File: config.mk
export PLATFORM = sky130hd
export DESIGN_NAME = fp16_seq_mul
export DESIGN_NICKNAME = d
export VERILOG_FILES = /design/src/rtl/fp16_pkg.sv /design/src/rtl/fp16_classify.sv /design/src/rtl/fp16_seq_mul.sv
export SDC_FILE = /design/constraint.sdc
export NUM_CORES = 1
export LEC_CHECK = 0
export ABC_AREA = 1
export BUFFER_PORTS_ARGS = -buffer_cell sky130_fd_sc_hd__buf_2
export CAP_MARGIN = 20
export CORE_MARGIN = 3
export CORE_UTILIZATION = 55
export CTS_CLUSTER_SIZE = 25
export DETAILED_ROUTE_END_ITERATION = 6
export GPL_ROUTABILITY_DRIVEN = 0
export GPL_TIMING_DRIVEN = 0
export PLACE_DENSITY_LB_ADDON = 0.25
export SYNTH_ARGS = -nofsm -noshare
export SYNTH_HDL_FRONTEND = slang
export SYNTH_SLANG_ARGS = --single-unit
File: constraint.sdc
create_clock -name clk -period 2.04 [get_ports clk]
set_clock_uncertainty 0.05 [all_clocks]
set_input_delay 0.204 -clock clk [delete_from_list [all_inputs] [get_ports clk]]
set_output_delay 0.204 -clock clk [all_outputs]
set_load 0.01 [all_outputs]
File: src/rtl/fp16_pkg.sv
// Shared binary16 definitions for the multicycle fp16 datapath.
package fp16_pkg;

    localparam int EXP_W  = 5;
    localparam int FRAC_W = 10;
    localparam int MANT_W = FRAC_W + 1;
    localparam int PROD_W = 2 * MANT_W;

    localparam logic signed [6:0] BIAS = 7'sd15;
    localparam logic [15:0]       QNAN = 16'h7E00;

    typedef enum logic [2:0] {
        ST_IDLE,
        ST_UNPACK,
        ST_MULT,
        ST_NORM,
        ST_DONE
    } state_t;

    typedef enum logic [1:0] {
        CLS_ZERO,
        CLS_NORM,
        CLS_INF,
        CLS_NAN
    } fp_class_t;

endpackage

File: src/rtl/fp16_classify.sv
// Combinational binary16 operand classifier: sign, class and hidden-bit mantissa.
// Subnormals are reported as zero.
module fp16_classify
    import fp16_pkg::*;
(
    input  logic [15:0]       value,
    output logic              sign,
    output fp_class_t         cls,
    output logic [MANT_W-1:0] mant
);

    logic [EXP_W-1:0]  exp_f;
    logic [FRAC_W-1:0] frac;

    assign sign  = value[15];
    assign exp_f = value[14:10];
    assign frac  = value[9:0];

    always_comb begin
        cls  = CLS_NORM;
        mant = {1'b1, frac};
        if (exp_f == '1) begin
            cls = (frac != '0) ? CLS_NAN : CLS_INF;
        end else if (exp_f == '0) begin
            cls  = CLS_ZERO;
            mant = '0;
        end
    end

endmodule

File: src/rtl/fp16_seq_mul.sv
// Multicycle binary16 multiplier with an 11-step shift-add mantissa loop, fixed latency.
// Define FP16_RNE_EN to round to nearest even; otherwise the product is truncated.
//
// state  | meaning
// IDLE   | waiting for start, operands latched on accept
// UNPACK | sign, exponent sum and operand classes registered
// MULT   | one shift-add step per cycle, cnt 0..10
// NORM   | normalise, round, apply special/overflow/underflow, register result
// DONE   | done pulse for one cycle
module fp16_seq_mul
    import fp16_pkg::*;
(
    input  logic        clk,
    input  logic        reset,
    input  logic        start,
    input  logic [15:0] a,
    input  logic [15:0] b,
    output logic        busy,
    output logic        done,
    output logic [15:0] result,
    output logic        ovf,
    output logic        unf,
    output logic        nv
);

    state_t state, state_next;

    logic [15:0]        a_q, b_q;
    logic               sign_a, sign_b, sign_q;
    fp_class_t          cls_a, cls_b, cls_a_q, cls_b_q;
    logic [MANT_W-1:0]  mant_a, mant_b;
    logic signed [6:0]  exp_q;
    logic [PROD_W-1:0]  acc_q, mcand_q;
    logic [MANT_W-1:0]  mplier_q;
    logic [3:0]         cnt_q;

    logic signed [6:0]  exp_n;
    logic [FRAC_W-1:0]  frac_n;
    logic [15:0]        res_n;
    logic               ovf_n, unf_n, nv_n;
    logic               any_nan, any_inf, any_zero;
`ifdef FP16_RNE_EN
    logic               guard_b, round_b, sticky_b;
    logic [FRAC_W:0]    frac_r;
`endif

    fp16_classify u_cls_a (.value(a_q), .sign(sign_a), .cls(cls_a), .mant(mant_a));
    fp16_classify u_cls_b (.value(b_q), .sign(sign_b), .cls(cls_b), .mant(mant_b));

    assign busy = (state == ST_UNPACK) || (state == ST_MULT) || (state == ST_NORM);
    assign done = (state == ST_DONE);

    always_ff @(posedge clk) begin
        if (!reset) state <= ST_IDLE;
        else        state <= state_next;
    end

    always_comb begin
        state_next = state;
        case (state)
            ST_IDLE:   if (start) state_next = ST_UNPACK;
            ST_UNPACK: state_next = ST_MULT;
            ST_MULT:   if (cnt_q == 4'(MANT_W - 1)) state_next = ST_NORM;
            ST_NORM:   state_next = ST_DONE;
            ST_DONE:   state_next = ST_IDLE;
            default:   state_next = ST_IDLE;
        endcase
    end

    // Product of two 1.x mantissas lies in [1,4): bit 21 or bit 20 is the leading one.
    always_comb begin
        exp_n  = exp_q;
        frac_n = acc_q[19:10];
        if (acc_q[PROD_W-1]) begin
            exp_n  = exp_q + 7'sd1;
            frac_n = acc_q[20:11];
        end
`ifdef FP16_RNE_EN
        guard_b  = acc_q[PROD_W-1] ? acc_q[10] : acc_q[9];
        round_b  = acc_q[PROD_W-1] ? acc_q[9]  : acc_q[8];
        sticky_b = acc_q[PROD_W-1] ? |acc_q[8:0] : |acc_q[7:0];
        frac_r   = {1'b0, frac_n} + {{FRAC_W{1'b0}}, guard_b & (round_b | sticky_b | frac_n[0])};
        frac_n   = frac_r[FRAC_W-1:0];
        if (frac_r[FRAC_W]) exp_n = exp_n + 7'sd1;
`endif
        any_nan  = (cls_a_q == CLS_NAN)  || (cls_b_q == CLS_NAN);
        any_inf  = (cls_a_q == CLS_INF)  || (cls_b_q == CLS_INF);
        any_zero = (cls_a_q == CLS_ZERO) || (cls_b_q == CLS_ZERO);
        nv_n  = 1'b0;
        ovf_n = 1'b0;
        unf_n = 1'b0;
        res_n = {sign_q, exp_n[EXP_W-1:0], frac_n};
        if (any_nan || (any_inf && any_zero)) begin
            res_n = QNAN;
            nv_n  = 1'b1;
        end else if (any_inf) begin
            res_n = {sign_q, 5'h1F, 10'h000};
        end else if (any_zero) begin
            res_n = {sign_q, 15'h0000};
        end else if (exp_n >= 7'sd31) begin
            res_n = {sign_q, 5'h1F, 10'h000};
            ovf_n = 1'b1;
        end else if (exp_n <= 7'sd0) begin
            res_n = {sign_q, 15'h0000};
            unf_n = 1'b1;
        end
    end

    always_ff @(posedge clk) begin
        if (!reset) begin
            a_q      <= '0;
            b_q      <= '0;
            sign_q   <= 1'b0;
            cls_a_q  <= CLS_ZERO;
            cls_b_q  <= CLS_ZERO;
            exp_q    <= '0;
            acc_q    <= '0;
            mcand_q  <= '0;
            mplier_q <= '0;
            cnt_q    <= '0;
            result   <= '0;
            ovf      <= 1'b0;
            unf      <= 1'b0;
            nv       <= 1'b0;
        end else begin
            case (state)
                ST_IDLE: begin
                    if (start) begin
                        a_q <= a;
                        b_q <= b;
                    end
                end
                ST_UNPACK: begin
                    sign_q   <= sign_a ^ sign_b;
                    cls_a_q  <= cls_a;
                    cls_b_q  <= cls_b;
                    exp_q    <= $signed({2'b00, a_q[14:10]}) + $signed({2'b00, b_q[14:10]}) - BIAS;
                    acc_q    <= '0;
                    mcand_q  <= {{MANT_W{1'b0}}, mant_a};
                    mplier_q <= mant_b;
                    cnt_q    <= '0;
                end
                ST_MULT: begin
                    acc_q    <= acc_q + (mplier_q[0] ? mcand_q : '0);
                    mcand_q  <= mcand_q << 1;
                    mplier_q <= mplier_q >> 1;
                    cnt_q    <= cnt_q + 4'd1;
                end
                ST_NORM: begin
                    result <= res_n;
                    ovf    <= ovf_n;
                    unf    <= unf_n;
                    nv     <= nv_n;
                end
                default: ;
            endcase
        end
    end

endmodule

---- Yosys cells after proc, flatten, opt, wreduce, memory -nomap -nowiden ----
Index checks and enable logic that the tools add are counted.
operators by class
  equality and inequality tests ........... 13
  bitwise gates (word level) .............. 1
  reduce and logical (&&, ||, !) cells .... 17
  magnitude comparators ................... 2
  add/subtract/negate cells ............... 5
  multiplexer cells ....................... 35
operator list
  kind                                                                              number
  22-bit one-hot mux with 2 select lines                                            2
  15-bit two-way mux                                                                4
  11-bit two-way mux                                                                4
  22-bit adder                                                                      1
  22-bit two-way mux                                                                1
  11-bit one-hot mux with 2 select lines                                            1
  10-bit nonzero test                                                               2
  16-bit two-way mux                                                                1
  1-bit two-way mux                                                                 14
  3-bit one-hot mux with 4 select lines                                             1
  5-bit equality test, second input constant                                        2
  5-bit zero test                                                                   2
  10-bit two-way mux                                                                1
  2-bit equality test, second input constant                                        4
  4-bit one-hot mux with 2 select lines                                             1
  7-bit by 2-bit adder with 7-bit output, second input constant                     1
  7-bit by 6-bit >= comparator with 1-bit output, second input constant             1
  7-bit by 1-bit less-or-equal comparator with 1-bit output, second input constant  1
  7-bit two-way mux                                                                 1
  6-bit by 4-bit subtractor with 7-bit output, second input constant                1
  5-bit by 5-bit adder with 6-bit output                                            1
  3-bit by 2-bit equality test with 1-bit output, second input constant             2
  1-bit logical OR                                                                  6
  3-bit two-way mux                                                                 2
  13 further kinds                                                                  16
storage, ports and cells
  bits of input ports ..................... 35
  register bits ........................... 125
  word-level logic and storage cells ...... 88

---- Depth between registers and ports, before layout ----
Gate-level depths: netlist of run 1.
  depth after elaboration ................. 8
  mapped depth ............................ 15
  mapped depth without buffers ............ 14

---- Modules after synthesis ----
A second synthesis of run 1 with hierarchy kept.
unflattened totals
  cell total of the unflattened synthesis .. 1,140
  area total of the unflattened synthesis .. 7,264.5 µm²
modules (own cells, without submodules)
  module         seq. area each (µm²)  area each (µm²)  cells an instance  instances
  fp16_seq_mul   2,502.4               6,929.1          1,062              1
  fp16_classify  0.0                   167.7            39                 2

---- Worst setup path after synthesis of run 1 ----
Ideal clock, no wire load.
  path kind ............................... register -> register
  start point ............................. register mplier_q[0]
  end point ............................... register acc_q[12]
  period minus slack after synthesis ...... 2.195 ns
  arrival time ............................ 2.013 ns
  buffers on the path ..................... 1
  slack ................................... -0.155 ns
  library setup time ...................... 0.132 ns
  cell stages (with the launch flop) ...... 16
  cell sequence ........................... dfxtp_1 > clkbuf_1 > nand2_1 > inv_1 > ha_1 > inv_1 > fa_1 > nor2_1 > or2_2 > nand2_1 > nand2_1 > nand2_1 > nand2_1 > nand2_1 > nand3_1 > a21oi_1
on the way
  longest elaborated chain between the ends .. 3
RTL lines
  element                                 RTL line             text
  start, declared                         fp16_seq_mul.sv:34   logic [MANT_W-1:0] mplier_q;
  start signal, assigned                  fp16_seq_mul.sv:140  mplier_q <= mant_b;
  start signal, assigned                  fp16_seq_mul.sv:146  mplier_q <= mplier_q >> 1;
  22-bit two-way mux                      fp16_seq_mul.sv:144  acc_q <= acc_q + (mplier_q[0] ? mcand_q : '0);
  22-bit adder                            fp16_seq_mul.sv:144
  22-bit one-hot mux with 2 select lines  fp16_seq_mul.sv:126  case (state)
  end signal, assigned                    fp16_seq_mul.sv:144
  end, declared                           fp16_seq_mul.sv:33   logic [PROD_W-1:0] acc_q, mcand_q;
No other way between the ends.
A chain may end at the register's enable or synchronous reset.

---- Final worst setup path of run 1 ----
  start point ............................. register mplier_q[0]
  end point ............................... register acc_q[14]
The elaborated chain is that of the path after synthesis.

==> results of run 1 <==
[kinds of logic (layout without fill, tap and decap cells)]
family | Yosys count | count (layout) | synth area share (%)
simple gates | 480 | 480 | 28.59
buf+inv | 223 | 327 | 12.28
compound gates | 221 | 221 | 16.92
flops | 125 | 125 | 35.10
fa+ha+maj | 35 | 35 | 6.353
xor+xnor | 5 | 5 | 0.6142
mux | 1 | 1 | 0.1404
[path summary, 6_finish.rpt]
kind	startpoint	endpoint	slack, ps	cells past startpoint
worst max register to register	mplier_q[0]	acc_q[14]	-80	15
worst min register to register	result[0]	result[0]	410	2
worst max-delay path	mplier_q[0]	acc_q[14]	-80	15
worst min-delay path	b[3]	b_q[3]	10	3
[timing repair]
| item | CTS | global route |
|---|---|---|
| resized for setup | 65 | 121 |
| cloned | 1 | 0 |
| endpoints found under the setup margin | 16 | 22 |
| hold endpoints to repair | 0 | 0 |
| pin swaps | 17 | 38 |
| buffers inserted | 6 | 14 |
[stage by stage]
step | instance area [sq um] | cells | utilization (%) | setup TNS, ps | total power [mW]
finish | 9131 | 1362 | 73.87 | -321.8 | 6.764
global placement | 7621 | 1312 | 61.65 | -2612 | 3.533
CTS | 8608 | 1348 | 69.64 | -359.0 | 6.762
floorplan | 7141 | 1090 | - | 0 | 3.299
global route | 9131 | 1362 | 73.87 | -1446 | 7.030
detailed placement | 7621 | 1312 | 61.65 | -2739 | 3.550
[per-layer routing]
layer  vias up  global-route usage [%]  wire length [um]
met5         -                       0                 0
met4         0                   9.592               464
met3        48                   4.995              1084
met2       232                   46.68              9850
met1      3405                   33.23              8645
li1       3681                       -                 -
[cells in the final DEF, fill, tap and decap left out, types with 13 or more instances in the layout]
master / netlist / final
dfxtp_1: 125 / 122
nand2_1: 309 / 259
buf_2: 9 / 60
clkbuf_16: 0 / 17
nand2_2: 3 / 40
inv_2: 4 / 19
ha_1: 33 / 13
ha_4: 0 / 20
buf_4: 0 / 16
nand3_1: 37 / 28
a21oi_1: 112 / 99
nand4_1: 13 / 13
nor2_1: 79 / 61
a31oi_1: 18 / 18
inv_1: 174 / 156
nand2_4: 4 / 17
nand3_2: 4 / 13
clkbuf_1: 30 / 26
o21ai_0: 59 / 57
[state kept, by name (all words and copies together), names as in the netlist]
name	count
cls_b_q	2
b_q	16
mplier_q	11
acc_q	22
ovf	1
sign_q	1
unf	1
exp_q	7
result	16
cnt_q	4
a_q	16
state	3
mcand_q	22
cls_a_q	2
nv	1
[layout make-up]
type                       count  area, sq um  area share (%)
multi-input combinational    742         4423           48.44
sequential                   125         2509           27.47
buffer                        40        211.5           2.316
clock inverter                13        188.9           2.069
clock buffer                  19        452.9           4.960
timing repair buffer          75        451.7           4.947
tap                          168        210.2           2.302
inverter                     180        684.4           7.495
[critical path, stage by stage (launching register included)]
cell and delay, ps:
dfxtp_4 380, buf_8 110, nand2_2 40, inv_2 60, ha_4 140, inv_4 30
fa_2 380, nor2_4 110, or2_4 160, nand2_2 50, nand2_2 80, nand2_2 60
nand2_1 80, nand2_1 70, nand3_2 90, a21oi_1 70
[power groups by stage]
| stage | registers [mW] | logic (mW) | clock network (mW) |
|---|---|---|---|
| global route | 2.69 | 0.963 | 3.37 |
| floorplan | 2.70 | 0.601 | 0 |
| global placement | 2.72 | 0.812 | 0 |
| detailed placement | 2.72 | 0.825 | 0 |
| CTS | 2.67 | 0.840 | 3.25 |
| finish | 2.68 | 0.853 | 3.23 |
==> out/metrics.yaml, run 1 <==
drt:
  postRouteAntennaNets: 0
  wl_per_cell_um: 14.72
  routed-via-count: 7366
  postRouteWirelength_mm: 20.05
  firstDrtPassIters: 7
  drt_iter0_markers: 590
  post_drt_via_cell_ratio: 5.408
  drc: 0
placement:
  port-buffer-count: 54
  hpwl_mm: 13.48
  dpl_worst_slack_ps: -392.5
die:
  core_sq_um: 12360
  dieArea_sq_um: 14360
  num_rows: 40
  die_h_um: 119.9
  boundaryPins: 56
  start_util_pct: 57.67
  die_w_um: 119.9
setup_path:
  crit_type: "reg2reg"
  cp.required_ps: 2260
  worstPathArrival_ps: 2350
  cp_max_fo: 4
  worst_setup_path_start_kind: "flip-flop"
  end_kind: "flip-flop"
power_and_ir_drop:
  seq_power_share_pct: 39.6
  p_sw_share_pct: 26.63
  p_leak_nw: 4.185
  power.share.clock_pct: 47.8
  intPower_mw: 4.963
  p_switching_mw: 1.801
  p_per_area_nw_per_um2: 740.7
  vdd_drop_max_v: 0.0006225
  combPwrFrac_pct: 12.6
global_routing:
  grt_antenna_before_repair: 0
  grt_pass1_wl_mm: 31.39
  grt_max_degree: 22
  grt_usage_pct: 26.85
  grt_pass1_vias: 6841
  grt_overflow: 0
logic_synthesis:
  yosys_warnings: 0
  synth_cells: 1090
  yosysSeqAreaShare_pct: 35.10
  synthesis.area_sq_um: 7129
  dominantRegCellSynth: "dfxtp_1"
  synth_top_area_cell: "dfxtp_1"
  synth_cell_types: 45
  synth_edf_count: 0
  synthesis.nets: 1160
  ys_top_cells_by_area: "dfxtp_1, nand2_1, inv_1"
  synth.avg_cell_area_sq_um: 6.541
  synth.top_cell.area_share_pct: 35.10
  synth_async_sr_flop_share_pct: 0
  synth.most_common_cell: "nand2_1"
  synth-seq-cells: 125
  yosys-top-cells-count: "nand2_1, inv_1, dfxtp_1"
run:
  drv_cap: 0
hold_path:
  hold_class: "in2reg"
run_status:
  status: "finished with violations"
  violations: "negative setup slack"
cts:
  cts_buffer_depth: 2
  clkLatencyLatePin_ps: 420
  cts_max_level: 4
  holdBufCountCts: 0
  clockRootBuffer: "clkbuf_16"
  path_clk_slew_ps: 60
  numCtsBuffers: 17
  cts_tree: "done"
  cts_sinks: 125
finish:
  nets: 1251
  diodes: 0
  fillers: 970
  drive_gt1_share_pct: 23.62
  synthToLayoutAreaGrowth_pct: 28.08
timing:
  slew-limit-headroom_pct: 54.35
  max_freq_mhz: 470.6
  fin_ws_ps: -84.73
  final-hold-violation-count: 0
  fin_hold_ws_ps: 12.10
  setup_viol: 6
  fin_crit_sh_pct: 104.2
  min_period_ps: 2125
  drv_slew: 0
  rsz0062_at_grt: "yes"
  tightest_slew_ps: 684.8
Power figures use the tool's default switching activity.
==> inputs of run 2 (changes only) <==
--- a/config.mk
+++ b/config.mk
@@ -17,4 +17,5 @@
 export PLACE_DENSITY_LB_ADDON = 0.25
 export SYNTH_ARGS = -nofsm -noshare
 export SYNTH_HDL_FRONTEND = slang
+export SYNTH_HIERARCHICAL = 1
 export SYNTH_SLANG_ARGS = --single-unit
==> run 2 against run 1 <==
Against the previous run: flip-flop and latch count stayed put; fmax is 2.0% higher; the flow still finishes with violations (negative setup slack); clock power is 19% lower; largest power group is now registers; largest cell class unchanged.
==> out/metrics.yaml, run 2 <==
global_routing:
  grt_max_degree: 20  # was 22
  grt_antenna_before_repair: 0  # unchanged
  grt_pass1_wl_mm: 30.93  # was 31.39 mm
  grt_usage_pct: 26.27  # was 26.85%
  grt_overflow: 0  # unchanged
  grt_pass1_vias: 6721  # was 6841
timing:
  slew-limit-headroom_pct: 45.75  # was 54.35%
  tightest_slew_ps: 813.7  # was 684.8 ps
  final-hold-violation-count: 0  # unchanged
  finalSetupTns_ps: -101.7  # was -321.8 ps
  rsz0062_at_grt: "yes"  # unchanged
  setup_viol: 5  # was 6
  min_period_ps: 2083  # was 2125 ps
  fin_ws_ps: -42.81  # was -84.73 ps
  max_freq_mhz: 480.1  # was 470.6 MHz
  drv_slew: 0  # unchanged
  fin_crit_sh_pct: 102.1  # was 104.2%
run_status:
  violations: "negative setup slack"  # unchanged
  status: "finished with violations"  # unchanged
logic_synthesis:
  synthSimpleGateAreaFrac_pct: 30.37  # was 28.59%
  synth.top_cell.area_share_pct: 34.45  # was 35.10%
  yosysSeqAreaShare_pct: 34.45  # was 35.10%
  synth.most_common_cell: "nand2_1"  # unchanged
  synth_mux_area_share_pct: 0  # was 0.1404%
  synth-seq-cells: 125  # unchanged
  synth_edf_count: 0  # unchanged
  synthesis.nets: 1210  # was 1160
  synthXorXnorAreaFrac_pct: 0.7234  # was 0.6143%
  synth.avg_cell_area_sq_um: 6.372  # was 6.541 sq um
  synth_adder_area_share_pct: 6.235  # was 6.353%
  dominantRegCellSynth: "dfxtp_1"  # unchanged
  synthesis.area_sq_um: 7264  # was 7129 sq um
  synth_cells: 1140  # was 1090
  yosys-top-cells-count: "nand2_1, inv_1, dfxtp_1"  # unchanged
  synth_compound_area_share_pct: 15.31  # was 16.92%
  yosys_warnings: 6  # was 0
  synth_cell_types: 40  # was 45
  ys_top_cells_by_area: "dfxtp_1, nand2_1, inv_1"  # unchanged
  synth_top_area_cell: "dfxtp_1"  # unchanged
  synth_top_family_by_area: "simple AND/OR/NAND/NOR gates"  # unchanged
  synth_async_sr_flop_share_pct: 0  # unchanged
placement:
  port-buffer-count: 55  # was 54
  hpwl_mm: 13.56  # was 13.48 mm
finish:
  nets: 1310  # was 1251
  final_common_cell: "nand2_1"  # unchanged
  final_cell_mix: "nand2_1, inv_1, dfxtp_1"  # unchanged
  drive_gt1_share_pct: 23.34  # was 23.62%
  reg_top3: "acc_q: 22 flops, mcand_q: 22 flops"  # unchanged
  diodes: 0  # unchanged
  synthToLayoutAreaGrowth_pct: 26.42  # was 28.08%
hold_path:
  hold_class: "in2reg"  # unchanged
setup_path:
  cp.required_ps: 2340  # was 2260 ps
  path_cells: "buf_8, buf_6, nand2_2, inv_2, ha_4, nand2_4, inv_1, nand2_1, nand2_1, a21oi_1, nand3_1, nand2_1, nand3_2, a21oi_1"  # was buf_8, nand2_2, inv_2, ha_4, inv_4, fa_2, nor2_4, or2_4, nand2_2, nand2_2, nand2_2, nand2_1, nand2_1, nand3_2, a21oi_1
  end_kind: "flip-flop"  # unchanged
  cp_slowest_stage_delay_ps: 360  # was 380 ps
  cp_max_fo: 9  # was 4
  crit_type: "reg2reg"  # unchanged
  crit_slowest_cell: "dfxtp_4"  # unchanged
  worst_setup_path_start_kind: "flip-flop"  # unchanged
  cpMostUsedCell: "nand2_1"  # was nand2_2
  worstPathArrival_ps: 2380  # was 2350 ps
power_and_ir_drop:
  p_switching_mw: 2.132  # was 1.801 mW
  p_total_mw: 6.801  # was 6.764 mW
  power.share.clock_pct: 38.4  # was 47.8%
  p_per_area_nw_per_um2: 740.5  # was 740.7 nW/um^2
  seq_power_share_pct: 41.2  # was 39.6%
  p_sw_share_pct: 31.35  # was 26.63%
  intPower_mw: 4.669  # was 4.963 mW
  p_leak_nw: 4.311  # was 4.185 nW
  vdd_drop_max_v: 0.0007220  # was 0.0006225 V
  combPwrFrac_pct: 20.4  # was 12.6%
cts:
  path_clk_slew_ps: 50  # was 60 ps
  clockRootBuffer: "clkbuf_16"  # unchanged
  cts_sinks: 125  # unchanged
  numCtsBuffers: 17  # unchanged
  cts_max_level: 4  # unchanged
  cts_tree: "done"  # unchanged
  clkLatencyLatePin_ps: 420  # about the same
  cts_buffer_depth: 2  # unchanged
die:
  num_rows: 41  # was 40
  die_w_um: 120.9  # was 119.9 um
  dieArea_sq_um: 14620  # was 14360 sq um
  die_h_um: 120.9  # was 119.9 um
  start_util_pct: 56.87  # was 57.67%
  boundaryPins: 56  # unchanged
  core_sq_um: 12770  # was 12360 sq um
drt:
  wl_per_cell_um: 14.03  # was 14.72 um
  routed-via-count: 7485  # was 7366
  firstDrtPassIters: 7  # unchanged
  postRouteAntennaNets: 0  # unchanged
  post_drt_via_cell_ratio: 5.260  # was 5.408
  drt_iter0_markers: 588  # was 590
  postRouteWirelength_mm: 19.96  # was 20.05 mm
  drc: 0  # unchanged
run:
  drv_cap: 0  # unchanged
## run 2: cell count changes after synthesis, moves of 8 or more
cell / change
nand3_1: +8
nand2_1: +64
o22ai_1: -8
buf_4: +10
## run 2: what timing repair did
item / in CTS / in global routing
buffers inserted: 20 / 8
resized for setup: 78 / 106
hold buffers: 0 / 0
setup endpoints to repair: 20 / 28
pin swaps: 24 / 49
## run 2: metal layers
metal / track usage, % / vias up / part of all wire [%]
met4: 8.499 / 0 / 2.9
met2: 45.50 / 237 / 49
met3: 4.895 / 44 / 5.9
met5: 0 / - / 0
li1: - / 3794 / -
met1: 32.95 / 3410 / 43
## run 2: cells by family (layout without fill, tap and decap cells)
| family | count (synthesis) | count (layout) |
|---|---|---|
| simple gates | 529 | 529 |
| buf+inv | 234 | 345 |
| compound gates | 211 | 211 |
| flops | 125 | 125 |
| fa+ha+maj | 35 | 35 |
| xor+xnor | 6 | 6 |
## run 2: worst max-delay path: cells and delay by family (launching register included)
family	cells	cell delay, ps
AND/OR/NAND/NOR	7	590
buffers and inverters	4	370
AO/OA/AOI/OAI	2	370
flip-flops	1	360
adder cells (fa/ha/maj)	1	260
## run 2: stage by stage
step	util (%)	area, sq um	worst slack, ps	hold slack (ps)	std cells
2_1_floorplan	-	7281	20.57	324.1	1140
3_3_place_gp	60.84	7771	-402.7	389.4	1367
3_5_place_dp	60.84	7771	-420.9	388.3	1367
4_1_cts	68.85	8795	-37.80	1.842	1416
5_1_grt	71.90	9184	-132.9	23.33	1423
6_report	71.90	9184	-42.81	4.618	1423
## run 2: area by class of cell
class	instances	area, sq um
inverters	187	704.4
clock buffers	23	457.9
fillers	1022	3590
flip-flops and latches	125	2511
plain buffers	45	249.0
multi-input cells	781	4509
repair buffers	83	493.0
well taps	172	215.2
clock inverters	7	43.79
## run 2: power groups by stage
stage	Clock, mW	Sequential, mW	Combinational [mW]
2_1_floorplan	0	2.80	0.981
3_3_place_gp	0	2.84	1.30
3_5_place_dp	0	2.84	1.33
4_1_cts	2.62	2.79	1.36
5_1_grt	2.72	2.83	1.57
6_report	2.61	2.80	1.39
## run 2: final timing paths
check / start / to / slack [ps] / cells after the start
worst min-delay path: a[7] / a_q[7] / 5 / 3
worst max register to register: mplier_q[0] / acc_q[21] / -40 / 14
worst max-delay path: mplier_q[0] / acc_q[21] / -40 / 14
worst min register to register: b_q[15] / b_q[15] / 400 / 2
==> inputs of run 3 (changes only) <==
--- a/config.mk
+++ b/config.mk
@@ -8,12 +8,12 @@
 export ABC_AREA = 1
 export BUFFER_PORTS_ARGS = -buffer_cell sky130_fd_sc_hd__buf_2
 export CAP_MARGIN = 20
+export CORE_ASPECT_RATIO = 1.75
 export CORE_MARGIN = 3
 export CORE_UTILIZATION = 55
 export CTS_CLUSTER_SIZE = 25
 export DETAILED_ROUTE_END_ITERATION = 6
 export GPL_ROUTABILITY_DRIVEN = 0
-export GPL_TIMING_DRIVEN = 0
 export PLACE_DENSITY_LB_ADDON = 0.25
 export SYNTH_ARGS = -nofsm -noshare
 export SYNTH_HDL_FRONTEND = slang
==> run 3 against run 2 <==
Against the previous run: the flow still finishes with violations (negative setup slack); fmax shrank 1.3%; count of clock-buffer cells in the layout shrank 4; flip-flop and latch count is the same; non-clock buffer count shrank 11; design area grew 0.69%; highest routed layer unchanged; sequential share of layout area shrank 0.22 points; via count grew 2.1%; largest power group is now clock; total power grew 6.9%.
==> out/metrics.yaml, run 3 (synthesis gave the netlist of run 2 again) <==
timing:
  fin_ws_ps: -69.95  # was -42.81 ps
  setup_viol: 7  # was 5
  min_period_ps: 2110  # was 2083 ps
  final-hold-violation-count: 0  # unchanged
  fin_crit_sh_pct: 103.4  # was 102.1%
  fin_hold_ws_ps: 3.236  # was 4.618 ps
  tightest_slew_ps: 597.0  # was 813.7 ps
  rsz0062_at_grt: "yes"  # unchanged
  drv_slew: 0  # unchanged
  slew-limit-headroom_pct: 59.78  # was 45.75%
  max_freq_mhz: 473.9  # was 480.1 MHz
drt:
  post_drt_via_cell_ratio: 5.418  # was 5.260
  highest_layer: "met4"  # unchanged
  met3_length_mm: 1.118  # was 1.171 mm
  wl_met2_mm: 10.97  # was 9.716 mm
  wl_met1_mm: 7.667  # was 8.484 mm
  firstDrtPassIters: 5  # was 7
  drc: 0  # unchanged
  routed-via-count: 7640  # was 7485
  postRouteWirelength_mm: 21.26  # was 19.96 mm
  drt_iter0_markers: 519  # was 588
  postRouteAntennaNets: 0  # unchanged
  wl_per_cell_um: 15.08  # was 14.03 um
finish:
  final_cell_mix: "nand2_1, inv_1, dfxtp_1"  # unchanged
  regArea_sq_um: 2509  # was 2511 sq um
  final_common_cell: "nand2_1"  # unchanged
  nets: 1299  # was 1310
  fillers: 1021  # was 1022
  multiInputGateArea_sq_um: 4379  # was 4509 sq um
  reg_top3: "acc_q: 22 flops, mcand_q: 22 flops"  # unchanged
  diodes: 0  # unchanged
  postLayoutCellArea_sq_um: 9248  # was 9184 sq um
  drive_gt1_share_pct: 23.35  # was 23.34%
  synthToLayoutAreaGrowth_pct: 27.30  # was 26.42%
power_and_ir_drop:
  vdd_drop_max_v: 0.0008737  # was 0.0007220 V
  p_leak_nw: 4.323  # was 4.311 nW
  combPwrFrac_pct: 18.5  # was 20.4%
  intPower_mw: 4.988  # was 4.669 mW
  p_sw_share_pct: 31.40  # was 31.35%
  p_switching_mw: 2.283  # was 2.132 mW
  seq_power_share_pct: 38.4  # was 41.2%
  power.share.clock_pct: 43.1  # was 38.4%
  p_per_area_nw_per_um2: 786.3  # was 740.5 nW/um^2
cts:
  holdBufCountCts: 0  # unchanged
  numCtsBuffers: 17  # unchanged
  clkLatencyLatePin_ps: 430  # was 420 ps
  cts_buffer_depth: 2  # unchanged
  path_clk_slew_ps: 70  # was 50 ps
  cts_max_level: 4  # unchanged
  clockRootBuffer: "clkbuf_16"  # unchanged
  cts_sinks: 125  # unchanged
  cts_tree: "done"  # unchanged
placement:
  hpwl_mm: 13.53  # was 13.56 mm
  port-buffer-count: 55  # unchanged
  dpl_worst_slack_ps: -84.90  # was -420.9 ps
  place_area_sq_um: 7943  # was 7771 sq um
die:
  boundaryPins: 56  # unchanged
  core_sq_um: 12700  # was 12770 sq um
  start_util_pct: 57.19  # was 56.87%
  die_w_um: 92.88  # was 120.9 um
  die_h_um: 158.0  # was 120.9 um
  dieArea_sq_um: 14680  # was 14620 sq um
  num_rows: 54  # was 41
setup_path:
  worst_setup_path_start_kind: "flip-flop"  # unchanged
  cp_slowest_stage_delay_ps: 390  # was 360 ps
  cp_max_fo: 5  # was 9
  path_cells: "buf_12, nand2_1, inv_2, ha_4, nand2_2, nand2_2, buf_4, nand2_1, nand2_2, inv_1, nand2_2, nand2_2, nand3_1, nand2_1, nand3_2, a21oi_2"  # was buf_8, buf_6, nand2_2, inv_2, ha_4, nand2_4, inv_1, nand2_1, nand2_1, a21oi_1, nand3_1, nand2_1, nand3_2, a21oi_1
  cpMostUsedCell: "nand2_2"  # was nand2_1
  crit_slowest_cell: "dfxtp_4"  # unchanged
  worstPathArrival_ps: 2420  # was 2380 ps
  end_kind: "flip-flop"  # unchanged
  crit_type: "reg2reg"  # unchanged
  worst-path-buf-inv: 4  # unchanged
  cp.required_ps: 2350  # was 2340 ps
  cp_top_family: "simple AND/OR/NAND/NOR gates"  # unchanged
global_routing:
  grt_overflow: 0  # unchanged
  grt_max_degree: 63  # was 20
  grt_antenna_before_repair: 0  # unchanged
  grt_usage_pct: 26.40  # was 26.27%
  grt_pass1_vias: 6869  # was 6721
  grt_pass1_wl_mm: 31.02  # was 30.93 mm
run_status:
  status: "finished with violations"  # unchanged
  violations: "negative setup slack"  # unchanged
hold_path:
  hold_class: "in2reg"  # unchanged
run:
  drv_cap: 0  # unchanged
run 3: metal layers:
layer / vias up / global-route usage, %
met2: 299 / 49.36
met5: - / 0
met3: 122 / 3.519
met4: 0 / 16.84
li1: 3761 / -
met1: 3458 / 27.16
run 3: power by group through the flow:
| stage | logic [mW] | registers [mW] | clock network [mW] |
|---|---|---|---|
| after floorplan | 0.981 | 2.80 | 0 |
| after global placement | 1.27 | 2.83 | 0 |
| after detailed placement | 1.29 | 2.84 | 0 |
| after CTS | 1.31 | 2.79 | 3.15 |
| after global routing | 1.51 | 2.82 | 3.25 |
| final | 1.35 | 2.79 | 3.13 |
run 3: area by class of cell:
type	instances	share of cell area, %
repair buffers	117	8.984
inverters	187	7.658
well taps	168	2.273
multi-input cells	781	47.35
flip-flops and latches	125	27.13
clock buffers	19	4.898
clock inverters	13	1.705
run 3: final timing paths:
path,cells after the start,endpoint,start,slack [ps]
max,16,acc_q[21],mplier_q[0],-70
min,3,a_q[13],a[13],3
max reg2reg,16,acc_q[21],mplier_q[0],-70
min reg2reg,2,a_q[8],a_q[8],410
run 3: worst reg2reg max path: stages, from the launching register on:
cell and delay (ps):
dfxtp_4 390, buf_12 140, nand2_1 80, inv_2 50, ha_4 270, nand2_2 70
nand2_2 90, buf_4 140, nand2_1 60, nand2_2 50, inv_1 60, nand2_2 120
nand2_2 110, nand3_1 80, nand2_1 80, nand3_2 80, a21oi_2 130
run 3: what timing repair did:
| item | in CTS | in global routing |
|---|---|---|
| pin swaps | 1 | 35 |
| endpoints found under the setup margin | 8 | 19 |
| buffers inserted | 0 | 11 |
| resized for setup | 15 | 126 |
| gates cloned | 0 | 2 |
run 3: stage by stage:
stage	TNS [ps]	instances	utilization, %	total power [mW]
2_1_floorplan	0	1140	-	3.784
6_report	-244.4	1410	72.80	7.271
4_1_cts	-24.69	1397	67.95	7.254
5_1_grt	-1434	1410	72.80	7.585
3_5_place_dp	-123.2	1365	62.53	4.129
3_3_place_gp	-63.53	1365	62.53	4.104
